[config.mk]
export PLATFORM = sky130hd
export DESIGN_NAME = button_command_decoder
export DESIGN_NICKNAME = d
export VERILOG_FILES = /design/src/rtl/status_pkg.sv /design/src/rtl/debounce_filter.sv /design/src/rtl/button_command_decoder.sv
export SDC_FILE = /design/constraint.sdc
export NUM_CORES = 1
export LEC_CHECK = 0
export ABC_AREA = 1
export BUFFER_PORTS_ARGS = -buffer_cell sky130_fd_sc_hd__buf_2
export CORE_AREA = 2 2 98 100
export CTS_CLUSTER_DIAMETER = 150
export DETAILED_ROUTE_END_ITERATION = 12
export DIE_AREA = 0 0 100 102
export HOLD_SLACK_MARGIN = 0.06
export PLACE_DENSITY = 0.74
export SLEW_MARGIN = 25
export SYNTH_ARGS = -nofsm -noshare
export SYNTH_HDL_FRONTEND = slang
export SYNTH_SLANG_ARGS = --single-unit
[constraint.sdc]
create_clock -name clk -period 2.5 [get_ports clk]
set_input_delay 0.125 -clock clk [delete_from_list [all_inputs] [get_ports clk]]
set_output_delay 0.125 -clock clk [all_outputs]
set_load 0.02 [all_outputs]
[src/rtl/status_pkg.sv]
// Shared timing defaults, counter sizing and button level encoding for the
// status-path front end.
package status_pkg;

    localparam int unsigned DEBOUNCE_DEFAULT      = 32'd1_000_000;
    localparam int unsigned REPEAT_DELAY_DEFAULT  = 32'd25_000_000;
    localparam int unsigned REPEAT_PERIOD_DEFAULT = 32'd10_000_000;

    // Raw panel buttons are active-low, so the enum mirrors the pin level.
    typedef enum logic {
        PRESSED  = 1'b0,
        RELEASED = 1'b1
    } btn_level_t;

    function automatic int unsigned cnt_width(input int unsigned limit);
        return $clog2(limit) + 32'd1;
    endfunction

    function automatic int unsigned max_u(input int unsigned a, input int unsigned b);
        return (a > b) ? a : b;
    endfunction

endpackage

[src/rtl/debounce_filter.sv]
// One button lane: 2-FF synchroniser, debounce filter, arming and press-edge
// detection. press_edge is high on the edge where the stable level flips to pressed.
module debounce_filter
    import status_pkg::*;
#(
    parameter int unsigned DEBOUNCE_CYCLES = DEBOUNCE_DEFAULT
) (
    input  logic clk,
    input  logic reset_n,
    input  logic btn_n,
    output logic press_edge,
    output logic held
);

    localparam int unsigned CW = cnt_width(DEBOUNCE_CYCLES);

    logic          sync1_r;
    logic          sync2_r;
    logic [1:0]    primed_r;
    btn_level_t    stable_r;
    logic [CW-1:0] cnt_r;
    logic          armed_r;

    logic mismatch_s;
    logic terminal_s;
    logic release_s;

    assign mismatch_s = (sync2_r != stable_r);
    assign terminal_s = mismatch_s && (cnt_r == CW'(DEBOUNCE_CYCLES - 32'd1));
    assign press_edge = terminal_s && (stable_r == RELEASED) && armed_r;
    assign release_s  = terminal_s && (stable_r == PRESSED);
    // Once the release transition is committed the lane no longer counts as held.
    assign held       = (stable_r == PRESSED) && !release_s;

    // Synchroniser, debounce counter, stable level and arming state.
    always_ff @(posedge clk or negedge reset_n) begin
        if (!reset_n) begin
            sync1_r  <= 1'b1;
            sync2_r  <= 1'b1;
            primed_r <= 2'b00;
            stable_r <= RELEASED;
            cnt_r    <= {CW{1'b0}};
            armed_r  <= 1'b0;
        end else begin
            sync1_r  <= btn_n;
            sync2_r  <= sync1_r;
            primed_r <= {primed_r[0], 1'b1};

            if (!mismatch_s) begin
                cnt_r <= {CW{1'b0}};
            end else if (terminal_s) begin
                cnt_r    <= {CW{1'b0}};
                stable_r <= btn_level_t'(sync2_r);
            end else begin
                cnt_r <= cnt_r + CW'(1);
            end

            // Arm only after a genuine released sample has come through the
            // synchroniser, so a button held through reset never fires.
            if (primed_r[1] && (sync2_r == RELEASED) && (stable_r == RELEASED)) begin
                armed_r <= 1'b1;
            end else begin
                armed_r <= armed_r;
            end
        end
    end

endmodule

[src/rtl/button_command_decoder.sv]
// Turns the raw START/STOP and SELECT buttons into single-cycle command pulses,
// with auto-repeat on SELECT while it stays held.
module button_command_decoder
    import status_pkg::*;
#(
    parameter int unsigned DEBOUNCE_CYCLES = DEBOUNCE_DEFAULT,
    parameter int unsigned REPEAT_DELAY    = REPEAT_DELAY_DEFAULT,
    parameter int unsigned REPEAT_PERIOD   = REPEAT_PERIOD_DEFAULT
) (
    input  logic clk,
    input  logic reset_n,
    input  logic btn_start_n,
    input  logic btn_select_n,
    output logic flip_working,
    output logic shift_selection
);

    localparam int unsigned HW = cnt_width(max_u(REPEAT_DELAY, REPEAT_PERIOD));

    logic rst_meta_r;
    logic rst_sync_r;
    logic start_press_s;
    logic start_held_unused_s;
    logic sel_press_s;
    logic sel_held_s;
    logic repeat_tick_s;

    // Reset asserts asynchronously and releases on a clock edge.
    always_ff @(posedge clk or negedge reset_n) begin
        if (!reset_n) begin
            rst_meta_r <= 1'b0;
            rst_sync_r <= 1'b0;
        end else begin
            rst_meta_r <= 1'b1;
            rst_sync_r <= rst_meta_r;
        end
    end

    debounce_filter #(
        .DEBOUNCE_CYCLES(DEBOUNCE_CYCLES)
    ) u_start (
        .clk       (clk),
        .reset_n   (rst_sync_r),
        .btn_n     (btn_start_n),
        .press_edge(start_press_s),
        .held      (start_held_unused_s)
    );

    debounce_filter #(
        .DEBOUNCE_CYCLES(DEBOUNCE_CYCLES)
    ) u_select (
        .clk       (clk),
        .reset_n   (rst_sync_r),
        .btn_n     (btn_select_n),
        .press_edge(sel_press_s),
        .held      (sel_held_s)
    );

    if (REPEAT_DELAY != 32'd0) begin : g_repeat
        logic [HW-1:0] hold_cnt_r;
        logic          repeating_r;
        logic          in_period_r;
        logic [HW-1:0] limit_s;
        logic          tick_s;

        assign limit_s = in_period_r ? HW'(REPEAT_PERIOD - 32'd1) : HW'(REPEAT_DELAY - 32'd1);
        assign tick_s  = repeating_r && sel_held_s && (hold_cnt_r == limit_s);
        assign repeat_tick_s = tick_s;

        // Hold counter: initial delay phase, then fixed-period phase while held.
        always_ff @(posedge clk or negedge rst_sync_r) begin
            if (!rst_sync_r) begin
                hold_cnt_r  <= {HW{1'b0}};
                repeating_r <= 1'b0;
                in_period_r <= 1'b0;
            end else if (sel_press_s) begin
                hold_cnt_r  <= {HW{1'b0}};
                repeating_r <= 1'b1;
                in_period_r <= 1'b0;
            end else if (!sel_held_s || !repeating_r) begin
                hold_cnt_r  <= {HW{1'b0}};
                repeating_r <= 1'b0;
                in_period_r <= 1'b0;
            end else if (tick_s) begin
                hold_cnt_r  <= {HW{1'b0}};
                repeating_r <= 1'b1;
                in_period_r <= 1'b1;
            end else begin
                hold_cnt_r  <= hold_cnt_r + HW'(1);
                repeating_r <= repeating_r;
                in_period_r <= in_period_r;
            end
        end
    end else begin : g_no_repeat
        logic sel_held_unused_s;
        assign sel_held_unused_s = sel_held_s;
        assign repeat_tick_s     = 1'b0;
    end

    // Registered command pulses; both may fire in the same cycle.
    always_ff @(posedge clk or negedge rst_sync_r) begin
        if (!rst_sync_r) begin
            flip_working    <= 1'b0;
            shift_selection <= 1'b0;
        end else begin
            flip_working    <= start_press_s;
            shift_selection <= sel_press_s | repeat_tick_s;
        end
    end

endmodule

* Word level (Yosys, flattened, before mapping)
Cells that the tools add are included.
** Operators by class
- $add $sub $neg :: 3
- Equality and inequality tests :: 5
- Mux-type cells :: 12
- Bitwise gates (word level) :: 2
- Reduce and logical (&&, ||, !) cells :: 21
** Operator list (number)
- 21-bit 2-to-1 mux :: 4
- 26-bit 2-to-1 mux :: 3
- 21-bit by 1-bit adder with 21-bit output (second input constant) :: 2
- 21-bit by 20-bit == test with 1-bit output (second input constant) :: 2
- 26-bit by 1-bit adder with 26-bit output (second input constant) :: 1
- 26-bit by 25-bit == test with 1-bit output :: 1
- 25-bit 2-to-1 mux :: 1
- 1-bit logical AND :: 14
- 1-bit 2-to-1 mux :: 4
- 2-bit AND reduction :: 2
- 1-bit logical NOT :: 3
- 3-bit nonzero test :: 1
- 1-bit inequality test :: 2
- 1-bit logical OR :: 1
- 1-bit inverter :: 1
- 1-bit OR :: 1
** Word-level totals
- Bits in registers :: 86
- Input port bits :: 4
- Output and inout bits :: 2
- Logic and storage cells :: 62

* Logic depth before layout (Yosys ltp)
Gate-level depths: netlist (run 1).
- Word-level depth :: 10
- Depth in mapped cells :: 12
- Gate-level depth less buffers :: 11

* By module
From an unflattened synthesis (run 1), not the netlist that was laid out.
** Second synthesis, totals
- Cell total of the unflattened synthesis :: 678
- Area total of the unflattened synthesis :: 5047.3 µm²
** Modules (own cells, without submodules)
- debounce_filter :: instances 2, cells an instance 199, area an instance 1493.9 µm², sequential area each 679.4 µm²
- button_command_decoder :: instances 1, cells an instance 280, area an instance 2059.5 µm², sequential area each 800.8 µm²

* Worst setup path before layout (run 1)
OpenSTA, ideal clock, no wires.
- Kind :: flip-flop to flip-flop
- Start :: register u_select.stable_r
- End :: register g_repeat.in_period_r
- Arrival time :: 1.392 ns
- Slack :: 0.996 ns
- Stages on the path, launching flop included :: 11
- Buffers on the path :: 1
- Cells stage by stage :: dfstp_2 > nor2_1 > nor2_4 > inv_4 > nor2_2 > nand2_2 > nand3_4 > inv_4 > buf_6 > nand2_1 > inv_2
** On the way
- Cells in the longest elaborated chain, start to end :: 9
- Elaborated cells between the ends (all ways) :: 15
** RTL lines
- start: declaration :: RTL line debounce_filter.sv:20 : btn_level_t stable_r;
- start signal: assignment :: RTL line debounce_filter.sv:53 : stable_r <= btn_level_t'(sync2_r);
- 1-bit inequality test :: RTL line debounce_filter.sv:28 : assign mismatch_s = (sync2_r != stable_r);
- 1-bit logical AND :: RTL line debounce_filter.sv:29 : assign terminal_s = mismatch_s && (cnt_r == CW'(DEBOUNCE_CYCLES - 32'd1));
- 1-bit logical AND :: RTL line debounce_filter.sv:31 : assign release_s = terminal_s && (stable_r == PRESSED);
- 1-bit logical NOT :: RTL line debounce_filter.sv:33 : assign held = (stable_r == PRESSED) && !release_s;
- 1-bit logical AND :: RTL line debounce_filter.sv:33
- 1-bit logical NOT :: RTL line button_command_decoder.sv:80 : end else if (!sel_held_s || !repeating_r) begin
- 1-bit logical OR :: RTL line button_command_decoder.sv:80
- 1-bit 2-to-1 mux :: RTL line button_command_decoder.sv:80
- 1-bit 2-to-1 mux :: RTL line button_command_decoder.sv:76 : end else if (sel_press_s) begin
- end signal: assignment :: RTL line button_command_decoder.sv:91 : in_period_r <= in_period_r;
- end: declaration :: RTL line button_command_decoder.sv:62 : logic in_period_r;
Parallel ways exist; a longest one is shown, timed or not.
A chain may end at the register's enable or synchronous reset.

* Final worst setup path (run 1)
- Start :: register g_repeat.in_period_r
- End :: register g_repeat.hold_cnt_r[3]
** On the way
- Cells in the longest elaborated chain, start to end :: 6
** RTL lines
- 25-bit 2-to-1 mux :: RTL line button_command_decoder.sv:66 : assign limit_s = in_period_r ? HW'(REPEAT_PERIOD - 32'd1) : HW'(REPEAT_DELAY - 32'd1);
- 26-bit by 25-bit == test with 1-bit output :: RTL line button_command_decoder.sv:67 : assign tick_s = repeating_r && sel_held_s && (hold_cnt_r == limit_s);
- 1-bit logical AND :: RTL line button_command_decoder.sv:67
- 26-bit 2-to-1 mux :: RTL line button_command_decoder.sv:84 : end else if (tick_s) begin
- 26-bit 2-to-1 mux :: RTL line button_command_decoder.sv:80
- 26-bit 2-to-1 mux :: RTL line button_command_decoder.sv:76
- end signal: assignment :: RTL line button_command_decoder.sv:77 : hold_cnt_r <= {HW{1'b0}};
- end signal: assignment :: RTL line button_command_decoder.sv:81 : hold_cnt_r <= {HW{1'b0}};
- end signal: assignment :: RTL line button_command_decoder.sv:85 : hold_cnt_r <= {HW{1'b0}};
- end: declaration :: RTL line button_command_decoder.sv:60 : logic [HW-1:0] hold_cnt_r;
No other way between the ends.

==> impl.org, run 1 <==
** Placed design
- Buffers placed on the I/O ports in this run total 5.
- At the end of routability-driven placement, the weighted congestion stood at 0.943.
- Detailed placement finished with a half-perimeter wire length of 8.20 mm.
- Timing analysis after detailed placement gives a worst setup slack of 0.585 ns.
- The number of placed instances, taps included, is 830.

** Synthesis
- Summing every instance area after synthesis gives 5120 um^2.
- Register bit total from synthesis :: 84
- In this run the mean area of a mapped cell was 7.10 um^2.
- Synthesis handed over a netlist of 721 instances.
- Counting flops with an async set or reset pin after synthesis yields a share of 100%.
- Synth unique cells :: 40
- Part of the Yosys area used for sequential elements :: 41.2%
- For this run, the number of Yosys warnings is 0.
- Counting flops with a built-in enable in the synthesized netlist gives 0.
- For this run, the leading register cell type out of synthesis is dfrtp_1.

** Clock tree
- The H-tree generated during clock tree synthesis spans 3 levels.
- TritonCTS built the clock tree.
- Clock tree synthesis inserted a total of 9 buffers.
- In this run the post-CTS setup repair buffer count came out at 0.
- CTS Root Buffer Type :: clkbuf_8
- Clock sink count :: 84
- CTS clk-pin slew, worst paths :: 0.10 ns
- Clk buf depth :: 2
- The clock reaches the later pin of the worst-skew pair after 0.36 ns.

** Global route
- The first global-routing pass estimated 19.6 mm of wire.
- Global routing usage summed across all routing layers :: 23.9%
- Maximum number of pins on one net before global-route repair :: 46
- The via count of the first global-routing pass came to 4258.
- After global routing the overflow that remains totals 0.
- The initial antenna violation count was 0.

** STA
- The worst pin sits at a relative slew slack of 54.7%.
- Setup repair after global routing left no endpoint under its margin.
- Final Max Tran Viols :: 0
- Count of final setup violators :: 0
- Minimum clock period after layout :: 1.94 ns
- Clock skew on the completed layout was measured at 0.0111 ns.
- Fraction of the cycle the final worst path needs :: 77.4%
- Slew @ Worst Pin :: 0.680 ns
- The final count of hold timing violations was 0.
- Setup TNS after final layout :: 0 ns
- Across all hold checks on the routed design, the worst slack comes to 0.342 ns.
- After layout, the worst setup slack is 0.565 ns.
- Static timing analysis puts the maximum clock frequency at 517 MHz.

** Detailed routing
- Detailed routing inserted a total of 4475 vias.
- After detailed routing, the total wire length is 10.9 mm.
- Per-cell routed wire length :: 12.9 um
- Average vias per placed instance :: 5.26
- For this run, design rule violations remaining after detail routing come to 0.
- Number of DRC markers after the initial detailed-route iteration :: 295
- Before antenna repair, the detailed router went through 5 iterations.
- The count of nets left with antenna violations once routing finished came out at 0.

** Die
- Vert. Die Dim :: 102 um
- Row generation in the floorplan step produced 35 rows.
- For this configuration, the core starts out at a cell density of 56.2%.
- Area enclosed by the die boundary :: 10200 um^2
- Count of boundary I/O pins :: 6
- Core ar. :: 9110 um^2
- Die width :: 100 um

** Cells and area
- The finished layout holds 850 standard cells, fillers aside.
- Leading cell types in the layout, fill and taps excluded :: nand2_1, nor2_1, inv_1, dfrtp_1, nand3_1
- Fraction of layout cells with a size suffix above 1 :: 11.1%
- Post-layout net count :: 741
- Most common library cell in the layout ignoring fill and taps :: nand2_1
- Final antenna diode count :: 0
- From synthesis to final layout, the design area changed by 7.55%.
- Once layout is complete, the utilization of the core stands at 60.5%.

** Worst setup path
- Of all nets on the critical path, the largest fanout is 21.
- By startpoint and endpoint, the worst setup path is classified as flip-flop to flip-flop.
- STA classifies the critical path endpoint as a flip-flop.
- Startpoint of the worst-slack reg-to-reg timing path :: g_repeat.in_period_r
- At the worst endpoint, the arrival time is 2.19 ns.
- STA puts the critical path data required time at 2.75 ns.
- Critical Path Source Type :: flip-flop
- Tracing the worst setup path back leads to its startpoint at g_repeat.in_period_r.

** Power and ir drop
- The analysis attributes to net switching a power of 0.626 mW.
- Power Dens Cells :: 457 nW/um^2
- Cell internal power was estimated by the tool at 1.89 mW.
- Share of power burned in registers :: 55.6%
- IR analysis of the VDD net gives a maximum drop of 0.308 mV.
- Logic pwr share :: 2.5%
- Switching part of the total power :: 24.9%
- Total leakage power :: 2.68 nW
- The share of total power dissipated in the clock network is 41.9%.

** Run status
- Outcome :: complete, no violations

** Min path
- The path class of the tightest hold or removal check is flip-flop to async pin.

** Flow run
- Maximum Capacitance Violations :: 0
metal layers:
metal  wire [um]  part of all wire, %  vias up  GRT usage (%)
met1        5060                   46     2076           33.3
met3         605                  5.5       16           3.63
met4         153                  1.4        0           8.11
met5           0                    0        -              0
met2        5130                   47      143           38.8
li1            -                    -     2240              -
critical path: stages, from the launching register on:
cell and delay, ns:
dfrtp_1 0.79, inv_2 0.19, nand2_1 0.11, nand3_1 0.07, nor2_1 0.14, nand3_2 0.09, nor2_4 0.11, nand2_4 0.16
nand3_1 0.12, inv_1 0.04
sequential cells by signal, summed over array words and instances (netlist names):
register	count
flip_working	1
rst_sync_r	1
u_start.sync1_r	1
u_start.cnt_r	21
g_repeat.hold_cnt_r	26
u_start.stable_r	1
u_select.primed_r	2
u_select.cnt_r	21
g_repeat.repeating_r	1
u_select.stable_r	1
u_select.sync2_r	1
shift_selection	1
u_select.armed_r	1
u_start.sync2_r	1
rst_meta_r	1
u_select.sync1_r	1
g_repeat.in_period_r	1
u_start.armed_r	1
area by class of cell:
type / instances / area, um^2
Clock buffer: 9 / 124
Clock inverter: 7 / 95.1
Fill cell: 844 / 3600
Inverter: 115 / 437
Multi-Input combinational cell: 510 / 2480
Sequential cell: 84 / 2110
Tap cell: 111 / 139
Timing Repair Buffer: 14 / 115
kinds of logic after synthesis:
| group | after synthesis | synth area share, % |
|---|---|---|
| buffers and inverters | 128 | 10.4 |
| other | 1 | 0.0732 |
| flip-flops | 84 | 41.2 |
| AND/OR/NAND/NOR | 453 | 39.5 |
| XOR/XNOR | 35 | 5.99 |
| adder cells (fa/ha/maj) | 3 | 0.733 |
| AO/OA/AOI/OAI | 17 | 2.10 |
power by group through the flow:
| stage | Sequential (mW) | Clock, mW | Combinational [mW] |
|---|---|---|---|
| after floorplan | 1.43 | 0 | 0.0312 |
| after global placement | 1.43 | 0 | 0.0576 |
| after detailed placement | 1.43 | 0 | 0.0590 |
| after CTS | 1.40 | 1.08 | 0.0641 |
| after global routing | 1.40 | 1.14 | 0.0721 |
| final | 1.40 | 1.06 | 0.0619 |
cells in the mapped netlist, types with 2 or more instances:
master,n,area share (%)
nand3_2,13,2.5
clkinv_1,2,0.15
nor2_4,2,0.44
nand2_1,179,13
inv_1,96,7.0
nor3_1,20,2.0
xor2_1,19,3.3
nand3b_1,5,0.73
nor2_2,9,1.1
nand3_1,56,5.5
nor2_1,145,11
nand4_1,16,2.0
buf_6,4,0.88
xnor2_1,16,2.7
buf_4,2,0.29
a211oi_1,3,0.44
dfrtp_1,78,38
inv_4,2,0.24
o21ai_0,2,0.20
dfstp_2,6,3.1
inv_2,15,1.1
ha_1,3,0.73
buf_2,5,0.49
a21oi_1,6,0.59
o211ai_1,2,0.29
timing repair:
action                                 CTS  global route
endpoints found under the hold margin    4             0
hold buffers                             4             0
resized for setup                        0             0
path summary, 6_finish.rpt:
| check | slack, ns | cells after the start | end |
|---|---|---|---|
| min in group clk | 0.36 | 0 | u_select.primed_r[1] |
| max in group asynchronous | 1.52 | 1 | u_start.sync2_r |
| setup / recovery | 0.56 | 9 | g_repeat.hold_cnt_r[3] |
| hold reg to reg | 0.34 | 0 | g_repeat.hold_cnt_r[10] |
| setup reg to reg | 0.56 | 9 | g_repeat.hold_cnt_r[3] |
| hold / removal | 0.34 | 0 | g_repeat.hold_cnt_r[10] |
per-stage QoR:
stage	power (mW)	instance area, um^2
floorplan	1.46	5120
global placement	1.48	5250
detailed placement	1.49	5250
CTS	2.54	5510
global route	2.61	5510
finish	2.52	5510
Power figures use the tool's default switching activity.
==> run 2, diff against run 1 <==
CORE_AREA = 2 2 96 98   (was 2 2 98 100)
DIE_AREA = 0 0 98 100   (was 0 0 100 102)
clock period = 2.05 ns   (was 2.5 ns; I/O delays follow)
==> impl.org, run 2 (same netlist as run 1, synthesis figures left out) <==
** Run status
- The run finished with clean final reports.

** Cells and area
- Leaving out fill and tap cells, the most frequent cell in the layout is nand2_1.
- In the layout the commonest cells are nand2_1, nor2_1, inv_1, dfrtp_1, nand3_1.
- The sequential cells in the finished layout cover a total of 2110 um^2.
- The register with the most flip-flops in the layout has 26 of them.
- Final antenna diode count :: 0
- Largest registers ranked by flip-flop count :: g_repeat.hold_cnt_r x26, u_select.cnt_r x21, u_start.cnt_r x21
- Leaving out filler cells and counting taps, the final layout contains 851.
- For this run, the post-layout net count is 742.
- Counting the fill cells in the layout gives 768.
- Synthesis-to-finish area growth :: 7.58%
- Largest reg by FF count :: g_repeat.hold_cnt_r
- Fraction of layout cells with a size suffix above 1 :: 11.2%
- Summing all multi-input logic gate instances after layout gives 2490 um^2.

** STA
- Across the routed clock network, the largest skew measured is 0.00962 ns.
- Minimum clock period after layout :: 1.82 ns
- Final Max Tran Viols :: 0
- Setup TNS after final layout :: 0 ns
- Setup violations remaining at the end of the flow were counted as 0.
- The final count of hold timing violations was 0.
- Fmax achieved :: 551 MHz
- Fraction of the cycle the final worst path needs :: 88.6%
- Unrepaired setup endpoints after global routing :: false

** Detailed routing
- The first routing iteration left 253 violations.
- In this run the remaining antenna-violating nets after routing total 0.
- Total via count after detailed routing :: 4466
- The pre-antenna-repair detailed-routing pass consisted of 5 iterations.
- The routed design has 10.9 mm of wire.
- For this run, design rule violations remaining after detail routing come to 0.
- After detailed routing, the number of vias per cell comes to 5.25.
- After detailed routing, the average wire length per cell comes to 12.8 um.

** Worst setup path
- STA classifies the critical path startpoint as a flip-flop.
- Counting both buffers and inverters, the worst setup path holds a total of 3.
- Of all nets on the critical path, the largest fanout is 16.
- Crit path largest cell delay :: 0.41 ns
- Worst reg2reg endpoint :: g_repeat.hold_cnt_r[3]
- Startpoint of the worst-slack reg-to-reg timing path :: u_select.cnt_r[0]
- Data arrival time of the critical path :: 2.10 ns
- For the worst setup path, the data required time is 2.33 ns.
- STA classifies the critical path endpoint as a flip-flop.
- Kind of critical path :: flip-flop to flip-flop
- Cell with the biggest individual delay on the critical path :: dfrtp_1
- Family with the most delay on the worst path :: simple AND/OR/NAND/NOR gates
- Worst reg-to-reg path cell count :: 10
- Walking the worst path, the cells encountered are ha_1 > nand3_2 > inv_2 > nand2_1 > nor2_2 > nand2_2 > nand3_4 > inv_4 > nand3_1 > inv_1.
- Across all register-to-register paths, the minimum setup slack is 0.23 ns.

** Power and ir drop
- Power Dens Cells :: 547 nW/um^2
- Peak supply drop :: 0.399 mV
- Summed over all cells, the static leakage comes to 2.69 nW.

** Clock tree
- Clock-pin slew was measured on the worst setup and hold paths at 0.09 ns.
- Number of clock buffers inserted by TritonCTS :: 9
- Clk buf depth :: 2
- The tree is rooted in a clkbuf_8.
- The H-tree was split into 3 levels.
- Counting every sink on the clock net gives 84.
- TritonCTS clock tree :: built
- Clock latency on the worst-skew pair, taken at its later pin, is 0.34 ns.

** Placed design
- Half-perimeter wire length after placement :: 8.01 mm
- Routability-driven placement finished with a final weighted congestion of 0.952.
- The number of placed instances, taps included, is 831.
- Count of port buffers added during placement :: 5

** Die
- Pin placement for this block handled 6 I/O pins.
- The initial utilization of the core area, before any placement, comes to 57.6%.
- In this run the horizontal extent of the chip is 98 um.
- The floorplan step set the die height to 100 um.
- In this run the core area contains 35 standard-cell rows.
- The die covers 9800 um^2.
- After floorplanning, the core was sized to cover 8890 um^2.

** Global route
- Residual overflow from global routing :: 0
- The via count of the first global-routing pass came to 4014.
- The initial antenna violation count is 0.
- Global-route wire length before repair :: 18.5 mm
- Maximum number of pins on one net before global-route repair :: 60
- Global routing used 23.2% of the available tracks across all layers.

** Flow run
- The tool flagged a number of max-cap violations equal to 0.

** Min path
- The min-delay analysis places its worst path in the category flip-flop to async pin.
## run 2: cell count changes in the layout (fill, tap and decap cells not counted), sizes merged
cell / previous run / this run
buf: 10 / 11
clkbuf: 9 / 11
clkinv: 3 / 4
clkinvlp: 2 / 0
inv: 116 / 115
## run 2: worst max path at each step
| stage | cells after the start | end | slack (ns) | startpoint |
|---|---|---|---|---|
| 2_1_floorplan | 10 | g_repeat.in_period_r | 0.55 | u_select.stable_r |
| 3_3_place_gp | 9 | u_select.cnt_r[7] | 0.21 | u_select.cnt_r[0] |
| 3_5_place_dp | 9 | u_select.cnt_r[19] | 0.18 | u_select.cnt_r[0] |
| 4_1_cts | 9 | u_select.cnt_r[19] | 0.17 | u_select.cnt_r[0] |
| 5_1_grt | 10 | g_repeat.hold_cnt_r[3] | 0.07 | u_select.cnt_r[0] |
| 6_report | 10 | g_repeat.hold_cnt_r[3] | 0.23 | u_select.cnt_r[0] |
## run 2: what timing repair did
action | CTS | global route
setup buffers | 0 | 0
hold buffers | 4 | 0
setup endpoints to repair | 0 | 6
gates resized for setup | 0 | 1
endpoints found under the hold margin | 4 | 0
## run 2: cell type report
cell class / count / share of cell area (%)
clock buffers: 11 / 2.57
clock inverters: 5 / 1.23
inverters: 115 / 7.93
multi-input cells: 510 / 45.2
flip-flops and latches: 84 / 38.4
well taps: 111 / 2.52
repair buffers: 15 / 2.23
## run 2: where the power goes
group | switching (mW) | total [mW] | leakage [nW] | internal (mW)
clock network | 0.614 | 1.23 | 0.106 | 0.615
registers | 0.0210 | 1.70 | 1.14 | 1.68
logic | 0.0552 | 0.0839 | 1.44 | 0.0287
## run 2: worst register-to-register path: cells and delay by family, from the launching register on
family	cells	cell delay, ns
simple gates	6	0.69
fa+ha+maj	1	0.24
flops	1	0.41
buf+inv	3	0.42
## run 2: through the flow
| stage | cell area, um^2 | utilization (%) | hold WS (ns) | power (mW) | worst slack (ns) |
|---|---|---|---|---|---|
| 2_1_floorplan | 5120 | - | -0.193 | 1.78 | 0.546 |
| 3_3_place_gp | 5260 | 59.1 | -0.113 | 1.81 | 0.214 |
| 3_5_place_dp | 5260 | 59.1 | -0.112 | 1.81 | 0.182 |
| 4_1_cts | 5500 | 61.9 | 0.243 | 3.05 | 0.167 |
| 5_1_grt | 5510 | 62.0 | 0.270 | 3.13 | 0.0668 |
| 6_report | 5510 | 62.0 | 0.232 | 3.01 | 0.234 |
## run 2: layer usage
layer / GRT usage [%] / part of all wire (%) / vias up
met3: 3.41 / 6.1 / 18
met4: 7.26 / 1.5 / 0
met5: 0 / 0 / -
met2: 35.7 / 45 / 151
li1: - / - / 2240
met1: 34.3 / 47 / 2057
==> run 3, diff against run 2 <==
CORE_AREA = 2 2 110 112   (was 2 2 96 98)
DIE_AREA = 0 0 112 114   (was 0 0 98 100)
PLACE_DENSITY = 0.58   (was 0.74)
==> impl.org, run 3 (same netlist as run 1, synthesis figures left out) <==
** Cells and area
- Flip-flop count of the largest register, all copies and words added :: 26
- The library cells used most frequently in the layout, excluding fill and tap cells, are nand2_1, nor2_1, inv_1, dfrtp_1, nand3_1.
- Synthesis-to-finish area growth :: 11.0%
- Filler Cells Inserted :: 1178
- Final cell area excluding filler cells :: 5680 um^2
- Largest registers ranked by flip-flop count :: g_repeat.hold_cnt_r x26, u_select.cnt_r x21, u_start.cnt_r x21
- Final antenna diode count :: 0
- Fraction of the core area covered by cells at the end of the flow :: 48.5%
- Leaving out fill and tap cells, the most frequent cell in the layout is nand2_1.
- The final layout contains 745 nets.
- Largest reg by FF count :: g_repeat.hold_cnt_r
- Number of cells in the finished layout apart from fillers :: 890
- Of the cells placed in the final design, the portion with a size suffix greater than 1 is 11.7%.

** Power and ir drop
- Switching power total :: 0.803 mW
- In this run the static leakage power is 2.75 nW.
- Share of power burned in registers :: 47.4%
- Power, Total :: 3.59 mW
- Combinational logic burns 2.4% of the power.
- For this design the ratio of total power to cell area is 632 nW/um^2.
- Peak supply drop :: 0.471 mV
- Clock network fraction of total power :: 50.2%
- Internal power of the cells :: 2.79 mW
- Switching part of the total power :: 22.4%

** Flow run
- The tool flagged a number of max-cap violations equal to 0.

** Detailed routing
- The detailed router finished its first iteration with 269 violations.
- Drt total wl :: 11.3 mm
- Antenna Nets Post-Route :: 0
- The pre-antenna-repair detailed-routing pass consisted of 4 iterations.
- Average vias per placed instance :: 4.96
- After detailed routing, the average wire length per cell comes to 12.7 um.
- Total via count after detailed routing :: 4411
- For this run, design rule violations remaining after detail routing come to 0.

** STA
- Count of final setup violators :: 0
- The worst path uses 87.3% of the clock period.
- Unrepaired setup endpoints after global routing :: false
- The final max-slew violation count is 0.
- The final count of hold timing violations is 0.
- Fmax achieved :: 559 MHz
- Min setup slack post-route :: 0.261 ns
- On the final layout, the worst clock skew is 0.00660 ns.
- Minimum clock period after layout :: 1.79 ns
- Final hold analysis gives a worst-case slack of 0.0663 ns.
- For the final routed database, the setup TNS stands at 0 ns.

** Global route
- Initial antenna violation count :: 0
- Via count of the first global-routing pass :: 4201
- Residual overflow from global routing :: 0
- The first global-routing pass estimated 19.6 mm of wire.
- Global routing usage summed across all routing layers :: 19.2%
- Maximum number of pins on one net before global-route repair :: 31

** Die
- From left edge to right edge, the die measures 112 um.
- Placement Rows :: 40
- Vert. Die Dim :: 114 um
- For this configuration, the core starts out at a cell density of 43.7%.
- The floorplan step defined a core boundary enclosing 11700 um^2.
- Count of boundary I/O pins :: 6
- Area enclosed by the die boundary :: 12800 um^2

** Placed design
- Half-perimeter wire length after placement :: 8.54 mm
- Instance count after placement with tap cells included :: 871
- Placed standard-cell area :: 5330 um^2
- Count of port buffers added during placement :: 5
- Before CTS, the worst setup slack after placement is 0.277 ns.
- GP Congestion :: 0.915

** Worst setup path
- Cell with the biggest individual delay on the critical path :: dfrtp_1
- In this run the worst path has a maximum fanout of 15.
- The worst setup path is launched from a flip-flop.
- Kind of critical path :: flip-flop to flip-flop
- The critical path goes through buf_4 > nor2_1 > nor2_1 > nand2_1 > nor2_1 > nand2_1 > nor2_2 > nand2_4 > nand3_1 > inv_1.
- Among the stages of the critical path, the cell type that occurs most often is nor2_1.
- Crit end category :: flip-flop
- Endpoint required time on the critical path :: 2.29 ns
- For the worst setup path, the data arrival time is 2.03 ns.
- In this design, the stage delay of the slowest critical-path cell is 0.60 ns.

** Clock tree
- Counting every sink on the clock net gives 84.
- CTS clk-pin slew, worst paths :: 0.07 ns
- In this run, post-CTS hold repair placed 3 buffers.
- Post-CTS setup repair buffer count :: 0
- Number of clock buffers inserted by TritonCTS :: 9
- Number of H-tree branching levels :: 3
- The longest clock path from root to sink contains 2 buffers.
- TritonCTS built the clock tree.
- After clock tree synthesis, the repair step resized 0 gates.
- Worst-skew pair later-pin latency :: 0.35 ns
- In this run the clock root is driven by a clkbuf_16.

** Min path
- Worst hold path type :: primary input to async pin

** Run status
- The flow ran to the end, and the final reports show no timing, DRC or antenna violations.
## run 3: cell types whose count changed in the layout (fill, tap and decap cells not counted), moves of 2 or more
cell       before  now
clkbuf_8       10    0
clkinv_4        2    0
clkbuf_16       0    9
clkinv_2        0    2
buf_4           5    9
## run 3: path summary, 6_finish.rpt
| kind | startpoint | end | slack (ns) | cells after the start |
|---|---|---|---|---|
| worst max-delay path | g_repeat.in_period_r | g_repeat.hold_cnt_r[5] | 0.26 | 10 |
| worst min-delay path | reset_n | rst_sync_r | 0.07 | 2 |
| worst max register to register | g_repeat.in_period_r | g_repeat.hold_cnt_r[5] | 0.26 | 10 |
| worst min register to register | rst_sync_r | g_repeat.in_period_r | 0.25 | 0 |
| max in group asynchronous | rst_sync_r | u_start.sync2_r | 1.23 | 1 |
| min in group clk | u_select.primed_r[0] | u_select.primed_r[1] | 0.35 | 0 |
## run 3: worst max-delay path: cells and delay by family, from the launching register on
family / cells / cell delay (ns)
buffers and inverters: 2 / 0.30
DFF: 1 / 0.60
and+or+nand+nor: 8 / 0.77
## run 3: per-layer routing
layer / share of wire (%) / vias up / track usage [%]
met4: 2.2 / 0 / 7.72
met5: 0 / - / 0
met2: 44 / 78 / 29.7
li1: - / 2258 / -
met3: 3.4 / 20 / 3.88
met1: 50 / 2055 / 26.8
## run 3: final cells by class
class	instances	area, um^2	share of cell area (%)
Inverter	115	437	7.68
Clock buffer	9	225	3.96
Multi-Input combinational cell	510	2480	43.7
Clock inverter	7	97.6	1.72
Sequential cell	84	2110	37.2
Tap cell	147	184	3.24
Timing Repair Buffer	18	143	2.51
## run 3: power by group through the flow
stage               Sequential, mW  Clock, mW  Combinational (mW)
finish                        1.70       1.80              0.0862
global route                  1.71       1.91              0.0999
CTS                           1.70       1.83              0.0897
detailed placement            1.73          0              0.0853
global placement              1.73          0              0.0829
floorplan                     1.74          0              0.0381
